## src/rtl/draw_pkg.sv

```systemverilog
// Shared definitions for the draw command path: command width, opcodes,
// default buffer sizing and the enums used by the output arbiter.
package draw_pkg;

    localparam int CMD_WIDTH       = 32;
    localparam int DRAW_FIFO_DEPTH = 4;
    localparam int DRAW_STARVE_MAX = 4;

    localparam logic [3:0] OP_DRAW_CELL    = 4'h0;
    localparam logic [3:0] OP_CLEAR_SCREEN = 4'h1;

    typedef enum logic {
        OUT_EMPTY = 1'b0,
        OUT_HOLD  = 1'b1
    } out_state_e;

    typedef enum logic {
        GNT_REQ0 = 1'b0,
        GNT_REQ1 = 1'b1
    } grant_e;

endpackage

```

## src/rtl/cmd_fifo.sv

```systemverilog
// Single-clock circular command buffer with a combinational head and registered count.
// A push is refused whenever the registered count shows full, even if a pop lands in the same cycle.
module cmd_fifo #(
    parameter int WIDTH = 32,
    parameter int DEPTH = 4
) (
    input  logic                   clk,
    input  logic                   rst,
    input  logic                   push,
    input  logic [WIDTH-1:0]       push_data,
    input  logic                   pop,
    output logic [WIDTH-1:0]       head,
    output logic                   full,
    output logic                   empty,
    output logic [$clog2(DEPTH):0] count
);

    localparam int AW = $clog2(DEPTH);
    localparam logic [AW-1:0] PTR_ONE  = AW'(1'b1);
    localparam logic [AW:0]   CNT_ONE  = (AW + 1)'(1'b1);
    localparam logic [AW:0]   CNT_FULL = (AW + 1)'(DEPTH);

    logic [WIDTH-1:0] mem_q [DEPTH];
    logic [AW-1:0]    wr_ptr_q, wr_ptr_d;
    logic [AW-1:0]    rd_ptr_q, rd_ptr_d;
    logic [AW:0]      count_q, count_d;
    logic             push_ok, pop_ok;

    // Pointer and occupancy next-state; pointers wrap naturally at DEPTH.
    always_comb begin
        push_ok  = push & ~full;
        pop_ok   = pop & ~empty;
        wr_ptr_d = push_ok ? (wr_ptr_q + PTR_ONE) : wr_ptr_q;
        rd_ptr_d = pop_ok ? (rd_ptr_q + PTR_ONE) : rd_ptr_q;
        case ({push_ok, pop_ok})
            2'b10:   count_d = count_q + CNT_ONE;
            2'b01:   count_d = count_q - CNT_ONE;
            default: count_d = count_q;
        endcase
    end

    // Pointer and count registers.
    always_ff @(posedge clk) begin
        if (rst) begin
            wr_ptr_q <= {AW{1'b0}};
            rd_ptr_q <= {AW{1'b0}};
            count_q  <= {(AW + 1){1'b0}};
        end else begin
            wr_ptr_q <= wr_ptr_d;
            rd_ptr_q <= rd_ptr_d;
            count_q  <= count_d;
        end
    end

    // Storage array; contents need no reset since count gates visibility.
    always_ff @(posedge clk) begin
        if (push_ok) begin
            mem_q[wr_ptr_q] <= push_data;
        end
    end

    assign full  = (count_q == CNT_FULL);
    assign empty = (count_q == {(AW + 1){1'b0}});
    assign head  = mem_q[rd_ptr_q];
    assign count = count_q;

endmodule

```

## src/rtl/draw_cmd_arbiter.sv

```systemverilog
// Merges game (requester 0) and overlay (requester 1) draw commands into one
// registered output stage, favouring requester 0 with a bounded starvation window.
module draw_cmd_arbiter #(
    parameter int CMD_WIDTH  = draw_pkg::CMD_WIDTH,
    parameter int FIFO_DEPTH = draw_pkg::DRAW_FIFO_DEPTH,
    parameter int STARVE_MAX = draw_pkg::DRAW_STARVE_MAX
) (
    input  logic                 clk,
    input  logic                 rst,
    input  logic                 enb,
    input  logic [CMD_WIDTH-1:0] in0_cmd,
    input  logic                 in0_vld,
    input  logic [CMD_WIDTH-1:0] in1_cmd,
    input  logic                 in1_vld,
    output logic [CMD_WIDTH-1:0] out_cmd,
    output logic                 out_vld,
    input  logic                 out_rdy,
    output logic                 ovf0,
    output logic                 ovf1,
    output logic                 busy
);

    import draw_pkg::*;

    localparam int CNT_W = $clog2(FIFO_DEPTH) + 1;
    localparam int STV_W = $clog2(STARVE_MAX + 1);
    localparam logic [STV_W-1:0] STARVE_LIM = STV_W'(STARVE_MAX);
    localparam logic [STV_W-1:0] STARVE_ONE = STV_W'(1'b1);
    localparam logic [CNT_W-1:0] CNT_ONE    = CNT_W'(1'b1);

    function automatic logic [CNT_W-1:0] count_after(
        input logic [CNT_W-1:0] cnt,
        input logic             inc,
        input logic             dec
    );
        case ({inc, dec})
            2'b10:   count_after = cnt + CNT_ONE;
            2'b01:   count_after = cnt - CNT_ONE;
            default: count_after = cnt;
        endcase
    endfunction

    logic [CMD_WIDTH-1:0] f0_head, f1_head;
    logic                 f0_full, f0_empty, f1_full, f1_empty;
    logic [CNT_W-1:0]     f0_count, f1_count;
    logic                 push0, push1, pop0, pop1, load;
    grant_e               gnt;

    out_state_e           state_q, state_d;
    logic [CMD_WIDTH-1:0] out_cmd_q, out_cmd_d;
    logic [STV_W-1:0]     starve_q, starve_d;
    logic                 ovf0_q, ovf0_d, ovf1_q, ovf1_d;
    logic                 busy_q, busy_d;

    cmd_fifo #(.WIDTH(CMD_WIDTH), .DEPTH(FIFO_DEPTH)) u_fifo0 (
        .clk       (clk),
        .rst       (rst),
        .push      (push0),
        .push_data (in0_cmd),
        .pop       (pop0),
        .head      (f0_head),
        .full      (f0_full),
        .empty     (f0_empty),
        .count     (f0_count)
    );

    cmd_fifo #(.WIDTH(CMD_WIDTH), .DEPTH(FIFO_DEPTH)) u_fifo1 (
        .clk       (clk),
        .rst       (rst),
        .push      (push1),
        .push_data (in1_cmd),
        .pop       (pop1),
        .head      (f1_head),
        .full      (f1_full),
        .empty     (f1_empty),
        .count     (f1_count)
    );

    // Grant selection, output FSM next-state, starvation counter and status flags.
    always_comb begin
        state_d   = state_q;
        out_cmd_d = out_cmd_q;
        starve_d  = starve_q;
        gnt       = GNT_REQ0;

        push0 = in0_vld & ~f0_full;
        push1 = in1_vld & ~f1_full;
        load  = enb & (~f0_empty | ~f1_empty) & ((state_q == OUT_EMPTY) | out_rdy);

        if (f0_empty) begin
            gnt = GNT_REQ1;
        end else if (~f1_empty && (starve_q == STARVE_LIM)) begin
            gnt = GNT_REQ1;
        end else begin
            gnt = GNT_REQ0;
        end

        pop0 = load & (gnt == GNT_REQ0);
        pop1 = load & (gnt == GNT_REQ1);

        case (state_q)
            OUT_EMPTY: begin
                if (load) begin
                    state_d   = OUT_HOLD;
                    out_cmd_d = (gnt == GNT_REQ1) ? f1_head : f0_head;
                end else begin
                    state_d = OUT_EMPTY;
                end
            end
            OUT_HOLD: begin
                if (load) begin
                    state_d   = OUT_HOLD;
                    out_cmd_d = (gnt == GNT_REQ1) ? f1_head : f0_head;
                end else if (out_rdy) begin
                    state_d = OUT_EMPTY;
                end else begin
                    state_d = OUT_HOLD;
                end
            end
            default: begin
                state_d = OUT_EMPTY;
            end
        endcase

        // Requester 1 only counts as starved while it actually has something queued.
        if (f1_empty || pop1) begin
            starve_d = {STV_W{1'b0}};
        end else if (pop0 && (starve_q != STARVE_LIM)) begin
            starve_d = starve_q + STARVE_ONE;
        end else begin
            starve_d = starve_q;
        end

        ovf0_d = ovf0_q | (in0_vld & f0_full);
        ovf1_d = ovf1_q | (in1_vld & f1_full);
        busy_d = (count_after(f0_count, push0, pop0) != {CNT_W{1'b0}})
               | (count_after(f1_count, push1, pop1) != {CNT_W{1'b0}})
               | (state_d == OUT_HOLD);
    end

    // Output stage and status registers.
    always_ff @(posedge clk) begin
        if (rst) begin
            state_q   <= OUT_EMPTY;
            out_cmd_q <= {CMD_WIDTH{1'b0}};
            starve_q  <= {STV_W{1'b0}};
            ovf0_q    <= 1'b0;
            ovf1_q    <= 1'b0;
            busy_q    <= 1'b0;
        end else begin
            state_q   <= state_d;
            out_cmd_q <= out_cmd_d;
            starve_q  <= starve_d;
            ovf0_q    <= ovf0_d;
            ovf1_q    <= ovf1_d;
            busy_q    <= busy_d;
        end
    end

    assign out_cmd = out_cmd_q;
    assign out_vld = (state_q == OUT_HOLD);
    assign ovf0    = ovf0_q;
    assign ovf1    = ovf1_q;
    assign busy    = busy_q;

endmodule

```

## config.mk

```make
export PLATFORM = sky130hd
export DESIGN_NAME = draw_cmd_arbiter
export DESIGN_NICKNAME = d
export VERILOG_FILES = /design/src/rtl/draw_pkg.sv /design/src/rtl/cmd_fifo.sv /design/src/rtl/draw_cmd_arbiter.sv
export SDC_FILE = /design/constraint.sdc
export NUM_CORES = 1
export LEC_CHECK = 0
export BUFFER_PORTS_ARGS = -buffer_cell sky130_fd_sc_hd__buf_4
export CORE_MARGIN = 2
export CORE_UTILIZATION = 56
export CTS_BUF_LIST = sky130_fd_sc_hd__clkbuf_2 sky130_fd_sc_hd__clkbuf_4 sky130_fd_sc_hd__clkbuf_8
export CTS_CLUSTER_SIZE = 30
export DETAILED_ROUTE_END_ITERATION = 12
export GPL_TIMING_DRIVEN = 0
export PLACE_DENSITY_LB_ADDON = 0.05
export SLEW_MARGIN = 20
export SYNTH_ARGS = -nofsm -noshare
export SYNTH_HDL_FRONTEND = slang
export SYNTH_SLANG_ARGS = --single-unit
```

## constraint.sdc

```tcl
create_clock -name clk -period 3 [get_ports clk]
set_input_delay 0.6 -clock clk [delete_from_list [all_inputs] [get_ports clk]]
set_output_delay 0.6 -clock clk [all_outputs]
set_load 0.02 [all_outputs]
```

==> results of run 1 <==
[cell families (layout without fill, tap and decap cells)]
group / count (synthesis) / in the layout / share of synthesized area, %
XOR/XNOR: 11 / 11 / 0.798
flip-flops: 313 / 313 / 73.1
AO/OA/AOI/OAI: 61 / 61 / 3.63
buffers and inverters: 53 / 252 / 1.96
multiplexers: 99 / 99 / 14.8
AND/OR/NAND/NOR: 86 / 86 / 3.39
adder cells (fa/ha/maj): 22 / 22 / 2.28
[power by group through the flow]
stage	registers [W]	logic, W	clock network, W
4_1_cts	0.00552	0.00384	0.00361
3_5_place_dp	0.00560	0.00383	0
3_3_place_gp	0.00559	0.00367	0
5_1_grt	0.00556	0.00414	0.00380
6_report	0.00552	0.00378	0.00353
2_1_floorplan	0.00576	0.00245	0
[cells in the mapped netlist (3+ instances only)]
cell type and count:
clkbuf_1 12, buf_1 6, o21ai_0 3, inv_1 18, buf_2 12, a211oi_1 34, or3_1 4, dfxtp_1 57
edfxtp_1 256, xor2_1 4, mux2i_1 35, a21oi_1 8, buf_6 3, mux4_2 64, xnor2_1 7, and2_1 8
nand2_1 3, ha_1 22, nor2_1 55, nand2b_1 3
[flip-flops by register name (all words and copies together) (netlist names), named ones only]
name              flops
busy                  1
out_cmd              32
out_vld               1
ovf0                  1
ovf1                  1
starve_q              3
u_fifo0.count         3
u_fifo0.mem_q       128
u_fifo0.rd_ptr_q      2
u_fifo0.wr_ptr_q      2
u_fifo1.count         3
u_fifo1.mem_q       128
u_fifo1.rd_ptr_q      2
u_fifo1.wr_ptr_q      2
[cell type report]
cell class / instances / area share (%)
Buffer: 32 / 1.09
Clock buffer: 72 / 5.94
Clock inverter: 16 / 0.879
Inverter: 20 / 0.522
Multi-Input combinational cell: 279 / 21.0
Sequential cell: 313 / 61.4
Tap cell: 275 / 2.39
Timing Repair Buffer: 112 / 6.75
[worst max-delay path: stages, from the launching register on]
cell and delay (ps):
dfxtp_1 430, inv_1 90, ha_1 250, nor2b_2 170
o21ai_1 150, buf_6 270, nor3_4 90, inv_2 110
ha_1 210, nor2_1 70, a211o_1 300, a311o_1 330
a41oi_1 220
[metal layers]
metal  up-vias  wire (µm)  part of all wire, %
met4         0        426                  1.8
met2       175      12500                   52
met1      3171       9690                   40
li1       2884          -                    -
met3        34       1500                  6.2
met5         -          0                    0
[how the worst min path moves through the flow]
stage / endpoint / slack (ps) / cells past startpoint
after floorplan: register / 460 / 2
after global placement: ovf1 / 450 / 2
after detailed placement: ovf0 / 470 / 2
after CTS: u_fifo0.mem_q[0][19] / 220 / 1
after global routing: u_fifo0.mem_q[0][8] / 230 / 1
final: u_fifo0.mem_q[1][8] / 250 / 1
[through the flow]
step	total power, W	instance area (µm²)	instances	setup WS (ps)	hold slack (ps)
floorplan	0.00822	12100	645	593	460
global placement	0.00926	13200	1024	-244	454
detailed placement	0.00943	13400	1032	191	469
CTS	0.0130	14400	1120	152	223
global route	0.0135	14400	1119	61.2	226
finish	0.0128	14400	1119	203	252
==> flow_summary.ini, run 1 <==
[outcome]
outcome = completed

[routing]
drt_iter0_markers = 431
antenna_left = 0
vias = 6264
drcViolationCount = 0
wl_per_cell_um = 21.5
viasPerCell = 5.60
first_pass_iters = 5
routed_wirelength_um = 24100

[worst_setup_path]
critPathCapture = busy
worst_setup_path_end_kind = register
startpoint = u_fifo1.count[0]
critPathKind = register to register
reg2reg_to = busy
r2r-start = u_fifo1.count[0]
worst_setup_path_start_kind = register
required_ps = 3460
r2r_setup_slack_ps = 200
crit_arrival_ps = 3250
r2r_cells = 12
path_max_fanout = 17

[yosys]
ys_seq_elements = 313
synthTopCellsByArea = edfxtp_1 64%, mux4_2 12%, dfxtp_1 9.4%
netlist_area_um2 = 12100
avgSynthCellArea_um2 = 18.7
synthArstFlopShare_pct = 0
synthDominantCellAreaShare_pct = 63.7
synth_cell_types = 44
synth_area_leader_cell = edfxtp_1
synth_edf_count = 256
ys_seq_area_share_pct = 73.1
netlist_instances = 645
ys.flop_type = edfxtp_1
ys_warn_count = 0
syn_nets = 737

[pwr]
clkPwrFrac_pct = 27.5
vdd_drop_max_mv = 0.631
p_comb_share_pct = 29.4
cellPowerDensity_nw_per_um2 = 893
swShare_pct = 29.9
p_leak_nw = 5.11
p_int_w = 0.00899
seqPwrFrac_pct = 43.0
p_sw_w = 0.00384

[floorplan]
die_area_um2 = 22800
initial_utilization_pct = 57.3
coreArea_um2 = 21100
pin_count = 106
dieHeight_um = 151
die_w_um = 151
rows = 53

[clock_tree]
cts_buffer_depth = 3
clock_latency_ps = 540
cts_tree = built
post_cts_resized = 0
path_clk_slew_ps = 60
cts-buffers-inserted = 48
cts.sinks = 313
postCtsSetupRepairBufs = 0
root_buffer = clkbuf_8
h-tree-depth = 2
postCtsHoldBufs = 0

[grt]
overflow = 0
met1_usage_pct = 28.8
grt.busiest_layer = met2
gr-usage-met2_pct = 38.6
grt_antenna_before_repair = 0
grt_max_degree = 23
grtUsageMet3_pct = 4.43
grt_pass1_vias = 6734
grt_first_pass_wirelength_um = 37300
track_usage_pct = 22.2

[sta]
fin_tns_setup_ps = 0
finClkSkew_ps = 16.9
rsz0062_at_grt = false
setup_violations = 0
max-slew-margin-rel_pct = 48.1
slew_violations = 0
period_needed_ps = 2800
finalHoldViolations = 0
max_freq_ghz = 0.358
tightest_slew_ps = 778
min_period_over_period_pct = 93.2

[cells_and_area]
post-route-util_pct = 68.2
diodes = 0
drive_gt1_share_pct = 33.8
fin_nets = 898
multiInputGateArea_um2 = 3020
layout_commonest_cell = edfxtp_1
area_delta_synth_final_pct = 19.0
nFillCells = 1400
mostFrequentLayoutCells = 256 x edfxtp_1, 104 x buf_4, 64 x mux4_2
seq_area_um2 = 8830

[placed_design]
dp_hpwl_um = 16100
portBuffers = 104
place.gp.congestion = 0.803

[min_path]
hold_start = in0_cmd[8]
hold_path_class = input pin to register

[job]
cap_violations = 0
(Power assumes the default switching activity.)
==> inputs of run 2 (changes only) <==
==> constraint.sdc (replaced) <==
create_clock -name clk -period 3.6 [get_ports clk]
set_input_delay 0.72 -clock clk [delete_from_list [all_inputs] [get_ports clk]]
set_output_delay 0.72 -clock clk [all_outputs]
set_load 0.02 [all_outputs]
==> flow_summary.ini, run 2 (synthesized netlist as in run 1, its figures left out) <==
[min_path]
hold_depth = 1
min_to = u_fifo0.mem_q[1][8]
hold_start = in0_cmd[8]
hold_path_class = input pin to register

[sta]
tightest_slew_ps = 778
slew_violations = 0
period_needed_ps = 2860
min_period_over_period_pct = 79.4
finalHoldViolations = 0
setup_violations = 0
finClkSkew_ps = 18.7
fin_tns_setup_ps = 0
holdWs_ps = 371
max-slew-margin-rel_pct = 48.1
max_freq_ghz = 0.350
rsz0062_at_grt = false

[clock_tree]
clock_latency_ps = 550
path_clk_slew_ps = 60
root_buffer = clkbuf_8
h-tree-depth = 2
postCtsSetupRepairBufs = 0
cts_tree = built
post_cts_resized = 0
cts.sinks = 313
cts-buffers-inserted = 48
cts_buffer_depth = 3
postCtsHoldBufs = 0

[placed_design]
portBuffers = 104
post-place-cells = 1032
dp_hpwl_um = 16100
place.gp.congestion = 0.803

[worst_setup_path]
worst_setup_path_start_kind = register
startpoint = u_fifo1.count[0]
crit_arrival_ps = 3250
reg2reg_to = busy
r2r_setup_slack_ps = 740
worst_setup_path_end_kind = register
required_ps = 4000
critPathKind = register to register
path_max_fanout = 10
r2r-start = u_fifo1.count[0]
r2r_cells = 11

[cells_and_area]
layout_commonest_cell = edfxtp_1
area_delta_synth_final_pct = 19.1
fin_nets = 899
post-route-util_pct = 68.2
nFillCells = 1401
mostFrequentLayoutCells = 256 x edfxtp_1, 104 x buf_4, 64 x mux4_2
diodes = 0
layout.cells.non_filler = 1120
drive_gt1_share_pct = 33.8

[floorplan]
initial_utilization_pct = 57.3
coreArea_um2 = 21100
die_area_um2 = 22800
rows = 53
dieHeight_um = 151
die_w_um = 151
pin_count = 106

[routing]
vias = 6256
drcViolationCount = 0
antenna_left = 0
drt_iter0_markers = 410
first_pass_iters = 5
routed_wirelength_um = 24100
viasPerCell = 5.59
wl_per_cell_um = 21.5

[pwr]
vdd_drop_max_mv = 0.525
p_leak_nw = 5.11
cellPowerDensity_nw_per_um2 = 744

[grt]
overflow = 0
grt_antenna_before_repair = 0
grt_first_pass_wirelength_um = 37300
track_usage_pct = 22.2
grt_pass1_vias = 6734
grt_max_degree = 23

[job]
cap_violations = 0

[outcome]
outcome = completed
==> run 2: changes by cell type in the layout (fill, tap and decap cells not counted), sizes merged <==
| cell | before | now |
|---|---|---|
| buf | 132 | 133 |
==> run 2: worst max path at each step <==
stage | cells past startpoint | to | slack, ps
after floorplan | 2 | u_fifo0.mem_q[0][0] | 1180
after global placement | 3 | u_fifo0.mem_q[0][3] | 290
after detailed placement | 11 | busy | 790
after CTS | 11 | busy | 750
after global routing | 11 | busy | 580
final | 11 | busy | 740
==> run 2: through the flow <==
step                      instance area (µm²)  setup WS, ps  power (W)
after CTS                               14400           752     0.0108
after global placement                  13200           292    0.00772
final                                   14400           743     0.0107
after floorplan                         12100          1180    0.00685
after detailed placement                13400           791    0.00786
after global routing                    14400           577     0.0113
==> run 2: where the power goes <==
part | switching, W | leakage, nW | internal [W]
Sequential | 0.000204 | 2.82 | 0.00440
Combinational | 0.00172 | 1.77 | 0.00144
Clock | 0.00128 | 0.522 | 0.00166
==> run 2: area by class of cell <==
class | instances | area (µm²) | area share (%)
Buffer | 33 | 161 | 1.12
Clock buffer | 72 | 853 | 5.93
Clock inverter | 16 | 126 | 0.879
Inverter | 20 | 75.1 | 0.522
Multi-Input combinational cell | 279 | 3020 | 21.0
Sequential cell | 313 | 8830 | 61.4
Tap cell | 275 | 344 | 2.39
Timing Repair Buffer | 112 | 971 | 6.75
==> run 2: per-layer routing <==
layer	vias up	track usage (%)	routed length, µm
li1	2886	-	-
met1	3162	28.8	9780
met2	172	38.6	12400
met3	36	4.43	1460
met4	0	6.36	433
met5	-	0	0
==> run 2: critical path: stages, from the launching register on <==
cell      delay, ps
dfxtp_1         430
inv_1            90
ha_1            250
nor2b_2         170
o21ai_1         150
buf_6           180
buf_2           350
nor3_1          120
ha_1            250
o311ai_0        330
a311o_1         250
a41oi_1         130
